--- src/rtl/fir_seq_pkg.sv ---
// Shared state encoding, default sizing and a lane helper for the UART/FIR sample sequencer.
package fir_seq_pkg;

  typedef enum logic [2:0] {
    ST_COLLECT   = 3'd0,
    ST_FIR_START = 3'd1,
    ST_FIR_WAIT  = 3'd2,
    ST_TX_ISSUE  = 3'd3,
    ST_TX_GUARD  = 3'd4,
    ST_TX_WAIT   = 3'd5
  } seq_state_e;

  localparam int DEF_IN_BYTES     = 2;
  localparam int DEF_OUT_BYTES    = 3;
  localparam int DEF_BYTE_TIMEOUT = 50000;
  localparam int DEF_CNT_W        = 16;

  // True when lane is the final lane of a count-byte word (count is 1..4).
  function automatic logic is_last_lane(input logic [1:0] lane, input int count);
    return (lane == 2'(count - 1));
  endfunction

endpackage

--- src/rtl/fir_uart_sequencer_if.sv ---
// Handshake bundle between the sample sequencer (master) and the UART/FIR datapath (slave).
interface fir_uart_sequencer_if
  import fir_seq_pkg::*;
#(
  parameter int IN_BYTES = DEF_IN_BYTES,
  parameter int CNT_W    = DEF_CNT_W
);
  logic                rx_data_ready;
  logic                fir_output_valid;
  logic                tx_busy;
  logic [IN_BYTES-1:0] load_in_byte;
  logic                fir_input_valid;
  logic                load_fir_out;
  logic                tx_start;
  logic [1:0]          tx_byte_sel;
  logic                overrun;
  logic                resync;
  logic [CNT_W-1:0]    sample_count;
  logic                busy;

  modport master (
    input  rx_data_ready, fir_output_valid, tx_busy,
    output load_in_byte, fir_input_valid, load_fir_out, tx_start, tx_byte_sel,
    output overrun, resync, sample_count, busy
  );

  modport slave (
    output rx_data_ready, fir_output_valid, tx_busy,
    input  load_in_byte, fir_input_valid, load_fir_out, tx_start, tx_byte_sel,
    input  overrun, resync, sample_count, busy
  );
endinterface

--- src/rtl/fir_seq_byte_timer.sv ---
// Inter-byte idle timer: counts while enabled, pulses o_expired on the BYTE_TIMEOUT-th idle cycle.
module fir_seq_byte_timer
  import fir_seq_pkg::*;
#(
  parameter int BYTE_TIMEOUT = DEF_BYTE_TIMEOUT
) (
  input  logic i_clk,
  input  logic i_rst,
  input  logic i_clear,
  input  logic i_enable,
  output logic o_expired
);
  localparam int            TW   = $clog2(BYTE_TIMEOUT + 1);
  localparam logic [TW-1:0] LAST = TW'(BYTE_TIMEOUT - 1);

  logic [TW-1:0] r_count;

  // Expiry does not look at i_clear so a byte landing on the expiry cycle still sees the timeout.
  assign o_expired = i_enable & (r_count == LAST);

  // Idle-cycle counter, restarting on clear or expiry.
  always_ff @(posedge i_clk) begin
    if (i_rst) begin
      r_count <= '0;
    end else if (i_clear | o_expired) begin
      r_count <= '0;
    end else if (i_enable) begin
      r_count <= r_count + TW'(1);
    end else begin
      r_count <= r_count;
    end
  end
endmodule

--- src/rtl/fir_uart_sequencer.sv ---
// Sequences UART bytes into FIR input lanes, waits for the FIR result and streams it back out byte by byte.
module fir_uart_sequencer
  import fir_seq_pkg::*;
#(
  parameter int IN_BYTES     = DEF_IN_BYTES,
  parameter int OUT_BYTES    = DEF_OUT_BYTES,
  parameter int BYTE_TIMEOUT = DEF_BYTE_TIMEOUT,
  parameter int CNT_W        = DEF_CNT_W
) (
  input logic                  i_clk,
  input logic                  i_rst,
  fir_uart_sequencer_if.master bus
);
  seq_state_e          r_state, w_state_nx;
  logic [1:0]          r_idx, w_idx_nx, w_lane;
  logic [1:0]          r_tx_byte_sel, w_sel_nx;
  logic [IN_BYTES-1:0] r_load_in_byte, w_load_nx;
  logic                r_fir_input_valid, w_fiv_nx;
  logic                r_load_fir_out, w_lfo_nx;
  logic                r_tx_start, w_txs_nx;
  logic                r_overrun, w_ovr_nx;
  logic                r_resync, w_rsy_nx;
  logic                r_busy, w_busy_nx;
  logic [CNT_W-1:0]    r_sample_count, w_count_nx;
  logic                w_timer_en, w_timer_clr, w_expired;

  assign w_timer_en  = (r_state == ST_COLLECT) && (r_idx != 2'd0);
  assign w_timer_clr = ~w_timer_en | bus.rx_data_ready;

  fir_seq_byte_timer #(
    .BYTE_TIMEOUT(BYTE_TIMEOUT)
  ) u_byte_timer (
    .i_clk    (i_clk),
    .i_rst    (i_rst),
    .i_clear  (w_timer_clr),
    .i_enable (w_timer_en),
    .o_expired(w_expired)
  );

  // A byte arriving on the expiry cycle starts a fresh sample in lane 0.
  assign w_lane = w_expired ? 2'd0 : r_idx;

  // Next-state and next-output decode.
  always_comb begin
    w_state_nx = r_state;
    w_idx_nx   = r_idx;
    w_sel_nx   = r_tx_byte_sel;
    w_count_nx = r_sample_count;
    w_load_nx  = '0;
    w_fiv_nx   = 1'b0;
    w_lfo_nx   = 1'b0;
    w_txs_nx   = 1'b0;
    w_ovr_nx   = r_overrun | (bus.rx_data_ready & (r_state != ST_COLLECT));
    w_rsy_nx   = r_resync | w_expired;
    case (r_state)
      ST_COLLECT: begin
        if (bus.rx_data_ready) begin
          w_load_nx = IN_BYTES'(1'b1) << w_lane;
          if (is_last_lane(w_lane, IN_BYTES)) begin
            w_idx_nx   = 2'd0;
            w_state_nx = ST_FIR_START;
          end else begin
            w_idx_nx = w_lane + 2'd1;
          end
        end else if (w_expired) begin
          w_idx_nx = 2'd0;
        end else begin
          w_idx_nx = r_idx;
        end
      end
      ST_FIR_START: begin
        w_fiv_nx   = 1'b1;
        w_state_nx = ST_FIR_WAIT;
      end
      ST_FIR_WAIT: begin
        if (bus.fir_output_valid) begin
          w_lfo_nx   = 1'b1;
          w_sel_nx   = 2'd0;
          w_state_nx = ST_TX_ISSUE;
        end else begin
          w_state_nx = ST_FIR_WAIT;
        end
      end
      ST_TX_ISSUE: begin
        if (!bus.tx_busy) begin
          w_txs_nx   = 1'b1;
          w_state_nx = ST_TX_GUARD;
        end else begin
          w_state_nx = ST_TX_ISSUE;
        end
      end
      // Transmitters may raise busy a cycle after start; skip one cycle before trusting it.
      ST_TX_GUARD: begin
        w_state_nx = ST_TX_WAIT;
      end
      ST_TX_WAIT: begin
        if (bus.tx_busy) begin
          w_state_nx = ST_TX_WAIT;
        end else if (is_last_lane(r_tx_byte_sel, OUT_BYTES)) begin
          w_count_nx = r_sample_count + CNT_W'(1);
          w_sel_nx   = 2'd0;
          w_state_nx = ST_COLLECT;
        end else begin
          w_sel_nx   = r_tx_byte_sel + 2'd1;
          w_state_nx = ST_TX_ISSUE;
        end
      end
      default: begin
        w_state_nx = ST_COLLECT;
        w_idx_nx   = 2'd0;
        w_sel_nx   = 2'd0;
      end
    endcase
    w_busy_nx = (w_state_nx != ST_COLLECT) || (w_idx_nx != 2'd0);
  end

  // State, counters and registered outputs.
  always_ff @(posedge i_clk) begin
    if (i_rst) begin
      r_state           <= ST_COLLECT;
      r_idx             <= 2'd0;
      r_tx_byte_sel     <= 2'd0;
      r_sample_count    <= '0;
      r_load_in_byte    <= '0;
      r_fir_input_valid <= 1'b0;
      r_load_fir_out    <= 1'b0;
      r_tx_start        <= 1'b0;
      r_overrun         <= 1'b0;
      r_resync          <= 1'b0;
      r_busy            <= 1'b0;
    end else begin
      r_state           <= w_state_nx;
      r_idx             <= w_idx_nx;
      r_tx_byte_sel     <= w_sel_nx;
      r_sample_count    <= w_count_nx;
      r_load_in_byte    <= w_load_nx;
      r_fir_input_valid <= w_fiv_nx;
      r_load_fir_out    <= w_lfo_nx;
      r_tx_start        <= w_txs_nx;
      r_overrun         <= w_ovr_nx;
      r_resync          <= w_rsy_nx;
      r_busy            <= w_busy_nx;
    end
  end

  assign bus.load_in_byte    = r_load_in_byte;
  assign bus.fir_input_valid = r_fir_input_valid;
  assign bus.load_fir_out    = r_load_fir_out;
  assign bus.tx_start        = r_tx_start;
  assign bus.tx_byte_sel     = r_tx_byte_sel;
  assign bus.overrun         = r_overrun;
  assign bus.resync          = r_resync;
  assign bus.sample_count    = r_sample_count;
  assign bus.busy            = r_busy;
endmodule

--- src/flat_wrapper.sv ---
// flat-port wrapper written by rule: the top's interface ports become plain ports
module fir_uart_sequencer_flat import fir_seq_pkg::*;
#(
  parameter int IN_BYTES     = DEF_IN_BYTES,
  parameter int OUT_BYTES    = DEF_OUT_BYTES,
  parameter int BYTE_TIMEOUT = DEF_BYTE_TIMEOUT,
  parameter int CNT_W        = DEF_CNT_W
)
  (i_clk, i_rst, bus_rx_data_ready, bus_fir_output_valid, bus_tx_busy, bus_load_in_byte, bus_fir_input_valid, bus_load_fir_out, bus_tx_start, bus_tx_byte_sel, bus_overrun, bus_resync, bus_sample_count, bus_busy);
  fir_uart_sequencer_if #(.IN_BYTES(IN_BYTES), .CNT_W(CNT_W)) bus_i ();
  input logic i_clk;
  input logic i_rst;
  input wire logic [$bits(bus_i.rx_data_ready)-1:0] bus_rx_data_ready;
  input wire logic [$bits(bus_i.fir_output_valid)-1:0] bus_fir_output_valid;
  input wire logic [$bits(bus_i.tx_busy)-1:0] bus_tx_busy;
  output wire logic [$bits(bus_i.load_in_byte)-1:0] bus_load_in_byte;
  output wire logic [$bits(bus_i.fir_input_valid)-1:0] bus_fir_input_valid;
  output wire logic [$bits(bus_i.load_fir_out)-1:0] bus_load_fir_out;
  output wire logic [$bits(bus_i.tx_start)-1:0] bus_tx_start;
  output wire logic [$bits(bus_i.tx_byte_sel)-1:0] bus_tx_byte_sel;
  output wire logic [$bits(bus_i.overrun)-1:0] bus_overrun;
  output wire logic [$bits(bus_i.resync)-1:0] bus_resync;
  output wire logic [$bits(bus_i.sample_count)-1:0] bus_sample_count;
  output wire logic [$bits(bus_i.busy)-1:0] bus_busy;
  assign bus_i.rx_data_ready = bus_rx_data_ready;
  assign bus_i.fir_output_valid = bus_fir_output_valid;
  assign bus_i.tx_busy = bus_tx_busy;
  assign bus_load_in_byte = bus_i.load_in_byte;
  assign bus_fir_input_valid = bus_i.fir_input_valid;
  assign bus_load_fir_out = bus_i.load_fir_out;
  assign bus_tx_start = bus_i.tx_start;
  assign bus_tx_byte_sel = bus_i.tx_byte_sel;
  assign bus_overrun = bus_i.overrun;
  assign bus_resync = bus_i.resync;
  assign bus_sample_count = bus_i.sample_count;
  assign bus_busy = bus_i.busy;
  fir_uart_sequencer #(.IN_BYTES(IN_BYTES), .OUT_BYTES(OUT_BYTES), .BYTE_TIMEOUT(BYTE_TIMEOUT), .CNT_W(CNT_W)) u_core (.i_clk(i_clk), .i_rst(i_rst), .bus(bus_i));
endmodule
--- config.mk ---
export PLATFORM = sky130hd
export DESIGN_NAME = fir_uart_sequencer_flat
export DESIGN_NICKNAME = d
export VERILOG_FILES = /design/src/rtl/fir_seq_pkg.sv /design/src/rtl/fir_uart_sequencer_if.sv /design/src/rtl/fir_seq_byte_timer.sv /design/src/rtl/fir_uart_sequencer.sv /design/src/flat_wrapper.sv
export SDC_FILE = /design/constraint.sdc
export NUM_CORES = 1
export LEC_CHECK = 0
export ABC_AREA = 1
export CORE_AREA = 5 5 77 72
export CTS_BUF_LIST = sky130_fd_sc_hd__clkbuf_8
export CTS_CLUSTER_SIZE = 25
export DETAILED_ROUTE_END_ITERATION = 16
export DIE_AREA = 0 0 82 77
export HOLD_SLACK_MARGIN = 0.03
export PLACE_DENSITY = 0.83
export SYNTH_ARGS = -nofsm -noshare
export SYNTH_HDL_FRONTEND = slang
export SYNTH_SLANG_ARGS = --single-unit
--- constraint.sdc ---
create_clock -name i_clk -period 1.25 [get_ports i_clk]
set_input_delay 0.25 -clock i_clk [delete_from_list [all_inputs] [get_ports i_clk]]
set_output_delay 0.25 -clock i_clk [all_outputs]
set_load 0.05 [all_outputs]
* Yosys cells after proc, flatten, opt, wreduce, memory -nomap -nowiden
Cells that the tools add are included.
** Word-level totals
- Flip-flop bits (word level) :: 47
- Input port bits :: 5
- Output and inout port bits :: 26
- Word-level logic and storage cells :: 73
** Operators by class
- Add/subtract/negate cells :: 4
- Equal/unequal tests :: 10
- Shift operators :: 1
- Mux-type cells :: 18
- Bitwise operators :: 13
- Reductions and logical operators :: 15
** Operator list (count)
- $add A16 B1 Y16 const B :: 2
- $pmux W3 S6 :: 1
- $eq A16 B16 Y1 const B :: 1
- $mux W2 :: 7
- $mux W3 :: 4
- $not A1 Y1 :: 7
- $eq A3 B2 Y1 const B :: 2
- $eq A3 B3 Y1 const B :: 2
- $pmux W2 S3 :: 1
- $reduce_and A3 Y1 :: 2
- $reduce_bool A3 Y1 :: 2
- $reduce_or A2 Y1 :: 3
- $reduce_or A5 Y1 :: 1
- $add A2 B1 Y2 const B :: 2
- $mux W1 :: 4
- $ne A2 B2 Y1 const B :: 2
- $or A1 B1 Y1 :: 4
- $pmux W2 S2 :: 1
- $reduce_bool A2 Y1 :: 2
- $reduce_or A4 Y1 :: 1
- $eq A3 B1 Y1 const B :: 1
- $logic_not A3 Y1 :: 1
- $reduce_or A3 Y1 :: 1
- $and A1 B1 Y1 :: 2
- 5 further kinds :: 5

* Longest topological paths before layout
- Word-level depth :: 10
- Depth in mapped cells :: 11
- Depth with buffers taken out :: 11

* Modules after synthesis
Synthesis repeated with hierarchy kept, for this count alone.
** Second synthesis, totals
- Cells, all modules :: 336
- Area, all modules :: 2461.1 um^2
** Modules (own cells, without submodules)
- fir_uart_sequencer :: instances 1, cells each 204, area each 1512.7 um^2, sequential area each 620.6 um^2
- fir_seq_byte_timer :: instances 1, cells each 132, area each 948.4 um^2, sequential area each 320.3 um^2

* Worst setup path before layout
OpenSTA, ideal clock, no wires.
- Path kind :: register -> register
- Start :: reg u_core.r_tx_byte_sel[1], in the netlist u_core.bus.tx_byte_sel[1]
- End :: reg u_core.r_sample_count[14], in the netlist u_core.bus.sample_count[14]
- Library setup time :: 120 ps
- Data arrival time :: 1642 ps
- Slack :: -512 ps
- Stages on the path, launching flop included :: 10
- Path buffers :: 0
- Clock period less this slack :: 1762 ps
- Cells stage by stage :: dfxtp_1 -> nand3_1 -> nor2_4 -> inv_2 -> nor2_4 -> nand2_1 -> nor2_1 -> nand2_1 -> o21ai_1 -> a21oi_1
** On the way
- Cells in the longest elaborated chain, start to end :: 2
** RTL lines
- from (decl) :: line fir_uart_sequencer.sv:16 : logic [1:0] r_tx_byte_sel, w_sel_nx;
- from (signal assigned) :: line fir_uart_sequencer.sv:134 : r_tx_byte_sel <= w_sel_nx;
- $eq A2 B2 Y1 :: line fir_seq_pkg.sv:20 : return (lane == 2'(count - 1));
- $reduce_and A3 Y1 (no line)
- to (signal assigned) :: line fir_uart_sequencer.sv:135 : r_sample_count <= w_count_nx;
- to (decl) :: line fir_uart_sequencer.sv:24 : logic [CNT_W-1:0] r_sample_count, w_count_nx;
Every way passes these cells.
A chain may end at the register's enable or synchronous reset.

* Worst setup path in the final report
- Start :: reg u_core.u_byte_timer.r_count[0]
- End :: reg u_core.u_byte_timer.r_count[11]
** On the way
- Cells in the longest elaborated chain, start to end :: 4
- Elaborated cells between the ends (all ways) :: 5
- Those cells by class :: add/sub: 1; eq/ne: 1; bitwise: 2; reduce/logical: 1
** RTL lines
- from (decl) :: line fir_seq_byte_timer.sv:16 : logic [TW-1:0] r_count;
- from (signal assigned) :: line fir_seq_byte_timer.sv:28 : r_count <= r_count + TW'(1);
- from (signal assigned) :: line fir_seq_byte_timer.sv:30 : r_count <= r_count;
- branches (longest 4 deep; another with $add A16 B1 Y16)
Several ways; the timed one is not identified.

==> summary.txt <==
Run status
  – Status: finished, violations left
  – Failing checks: negative setup slack

Timing
  – Worst rel slew slack: 77.9%
  – Final Skew: 18.1 ps
  – Worst-margin pin slew: 331 ps
  – Setup WS post-layout: -520 ps
  – Tcrit/Tclk final: 142%
  – RSZ-0062 raised after global routing: true
  – Worst hold margin: 515 ps
  – Min cycle time layout: 1770 ps
  – Peak Freq: 0.565 GHz
  – Setup TNS: -13190 ps
  – Setup Viol. Count Final: 47
  – Fin. Hold Viols: 0
  – Slew Limit Fails: 0

Global routing
  – Grt ovf: 0
  – Initial antenna violation count: 1
  – First-pass GRT wire length: 16300 um
  – Vias in the first global route: 3089
  – GRT Total Usage: 33.9%
  – Largest net degree at the start of global routing: 19

Setup path
  – Type of origin of the critical path: flip-flop
  – R2R Path Start: u_core.u_byte_timer.r_count[0]$_SDFFE_PP0P_
  – CP peak stage delay: 380 ps
  – CP endpoint kind: flip-flop
  – FF-to-FF setup slack: -520 ps
  – Reg2Reg Depth: 7
  – Critical Path Fanout Max: 5
  – Crit Path Category: reg -> reg
  – Arrival time at the worst endpoint: 1980 ps
  – Worst path slowest cell: dfxtp_2
  – CP Launch Point: u_core.u_byte_timer.r_count[0]$_SDFFE_PP0P_
  – Crit path top cell by count: nand4_1
  – Required time of the worst setup path: 1460 ps
  – CP cell instances: buf_4, and3_1, nand4_1, nor3_4, nand4_1, nand2_2, nor2_2
  – FF-to-FF End: u_core.u_byte_timer.r_count[11]$_SDFFE_PP0P_

CTS
  – Clock sinks: 47
  – CTS buffer count: 5
  – Clk_lat worst skew: 330 ps
  – H-tree Lvls: 2
  – CTS root buffer: clkbuf_8
  – CTS clk-pin slew, worst paths: 100 ps
  – CTS tree: built
  – Hold buffers post-CTS: 0
  – Clk buf depth: 2

Floorplanning
  – Die area: 6310 um2
  – Num ports: 31
  – # rows: 24
  – Die X: 82 um
  – Die Y: 77 um
  – Core area: 4680 um2
  – Initial Util: 48.0%

Flow run
  – Max_cap viols: 0

Hold path
  – Min-delay src: u_core.bus.sample_count[11]$_SDFFE_PP0P_
  – Hold Crit Depth: 1
  – Min-delay worst type: reg -> reg
  – Hold EP: u_core.bus.sample_count[11]$_SDFFE_PP0P_

Synthesis
  – Most frequent cell after synthesis: nand2_1
  – Synth area leaders: dfxtp_1 (42%), nand2_1 (11%), inv_1 (6.8%)
  – Async S/R FF share, synth: 0%
  – Main combinational cell family by area after synthesis: simple AND/OR/NAND/NOR gates
  – Simple-gate share of the synthesized area: 32.9%
  – Post-Syn Area: 2250 um2
  – Post-Synth XOR/XNOR Area: 1.56%
  – Number of synthesized flops with an enable pin: 0
  – Post-synthesis adder-cell area fraction: 1.11%
  – Predominant post-synthesis flop cell: dfxtp_1
  – Syn Inst Count: 319
  – Synthesized Nets: 326
  – Mux contribution to synthesized area: 0%
  – Count of state elements after synthesis: 47
  – Synth unique cells: 34
  – Register area share after synthesis: 41.8%
  – Avg Inst Size Synth: 7.05 um2
  – Synth Area in Compound Gates: 13.7%
  – Yosys top cell area share: 41.8%
  – Commonest cells in the synthesized netlist: nand2_1 (63), dfxtp_1 (47), inv_1 (41), nor2_1 (38), a21oi_1 (30)
  – Area leader, netlist: dfxtp_1
  – Ys Warns: 0

Pwr
  – VDD IR max: 0.748 mV
  – P_leak: 0.00188 uW
  – PnR Total Power: 3520 uW
  – PwrDens: 784 nW/um2

Place
  – Count of input and output buffers: 30
  – Post-Place Cells: 477
  – Final Wtd Congestion: 0.857
  – DP HPWL: 5160 um

Cells and area
  – Antenna diodes: 0
  – Fin nets: 458
  – Synthesis-to-layout area growth: 99.4%
  – Fin cells: 517
  – Layout cells sized above 1: 66.4%

Routing
  – DR vias/cell: 6.44
  – Mean routed wirelength per cell: 25.6 um
  – DRT Pass-1 Iters: 8
  – Post-route ant nets: 0
  – Starting DRC count in detailed routing: 516
  – Aggregate routed wire length: 13300 um
  – DR vias: 3329
  – # DRC: 0
report_power, final:
part	internal [uW]	total [uW]	switching, uW	leakage, uW
Sequential	1510	1560	51.5	0.000400
Combinational	351	845	494	0.00142
Clock	500	1110	613	0.0000557
worst max-delay path by stage:
stage                                                              end  slack (ps)  cells past startpoint
after global routing      u_core.u_byte_timer.r_count[11]$_SDFFE_PP0P_        -580                      7
final                     u_core.u_byte_timer.r_count[11]$_SDFFE_PP0P_        -520                      7
after detailed placement      u_core.bus.sample_count[14]$_SDFFE_PP0P_        -690                     11
after CTS                 u_core.u_byte_timer.r_count[14]$_SDFFE_PP0P_        -280                     11
after floorplan               u_core.bus.sample_count[14]$_SDFFE_PP0P_        -160                     10
after global placement        u_core.bus.sample_count[14]$_SDFFE_PP0P_        -550                     11
worst max-delay path, delay by kind of cell (launching register included):
kind,cells,cell delay [ps]
buf+inv,1,140
simple gates,6,1130
flops,1,380
state kept, by name, summed over array words and instances, names as in the netlist:
| name | count |
|---|---|
| u_core.u_byte_timer.r_count | 16 |
| u_core.bus.busy | 1 |
| u_core.bus.load_fir_out | 1 |
| u_core.r_idx | 2 |
| u_core.bus.overrun | 1 |
| u_core.r_state | 3 |
| u_core.bus.fir_input_valid | 1 |
| u_core.bus.tx_start | 1 |
| u_core.bus.tx_byte_sel | 2 |
| u_core.bus.load_in_byte | 2 |
| u_core.bus.sample_count | 16 |
| u_core.bus.resync | 1 |
cell usage in the layout (no fill, tap or decap), drive strengths merged, types with 3 or more instances in the layout:
cell type      count
o21a               4
clkbuf             7
inv               48
nand4             11
nand3             19
nand2             66
clkdlybuf4s50      3
buf              125
a21oi             30
dfxtp             47
nor2              45
o21ai             17
nor3              11
metal layers:
layer	global-route usage (%)	vias to the layer above	routed length, um
li1	-	1300	-
met1	41.0	1496	4490
met2	54.4	395	5910
met3	8.08	136	1590
met4	18.1	2	1250
met5	0	-	18
through the flow:
stage,setup WS (ps),instance area [um2],utilization (%)
after floorplan,-164,2410,-
after global placement,-555,3530,75.5
after detailed placement,-687,3530,75.5
after CTS,-279,4050,86.4
after global routing,-582,4480,95.7
final,-520,4480,95.7
repair_timing:
action	in CTS	in global routing
endpoints found under the setup margin	41	45
hold endpoints to repair	0	0
pin swaps	26	37
gates resized for setup	92	92
gates cloned	0	0
buffers inserted	17	19
final cells by class:
type / count / area, um2
fill: 109 / 200
sequential: 47 / 1020
multi-input combinational: 220 / 1690
clock inverter: 1 / 3.75
tap: 65 / 81.3
inverter: 48 / 209
timing repair buffer: 129 / 1380
clock buffer: 7 / 96.3
kinds of logic (layout without fill, tap and decap cells):
kind of cell	after synthesis	in the layout
simple gates	157	157
xor+xnor	4	4
compound gates	57	57
flops	47	47
buf+inv	52	185
fa+ha+maj	2	2
Power figures use the tool's default switching activity.
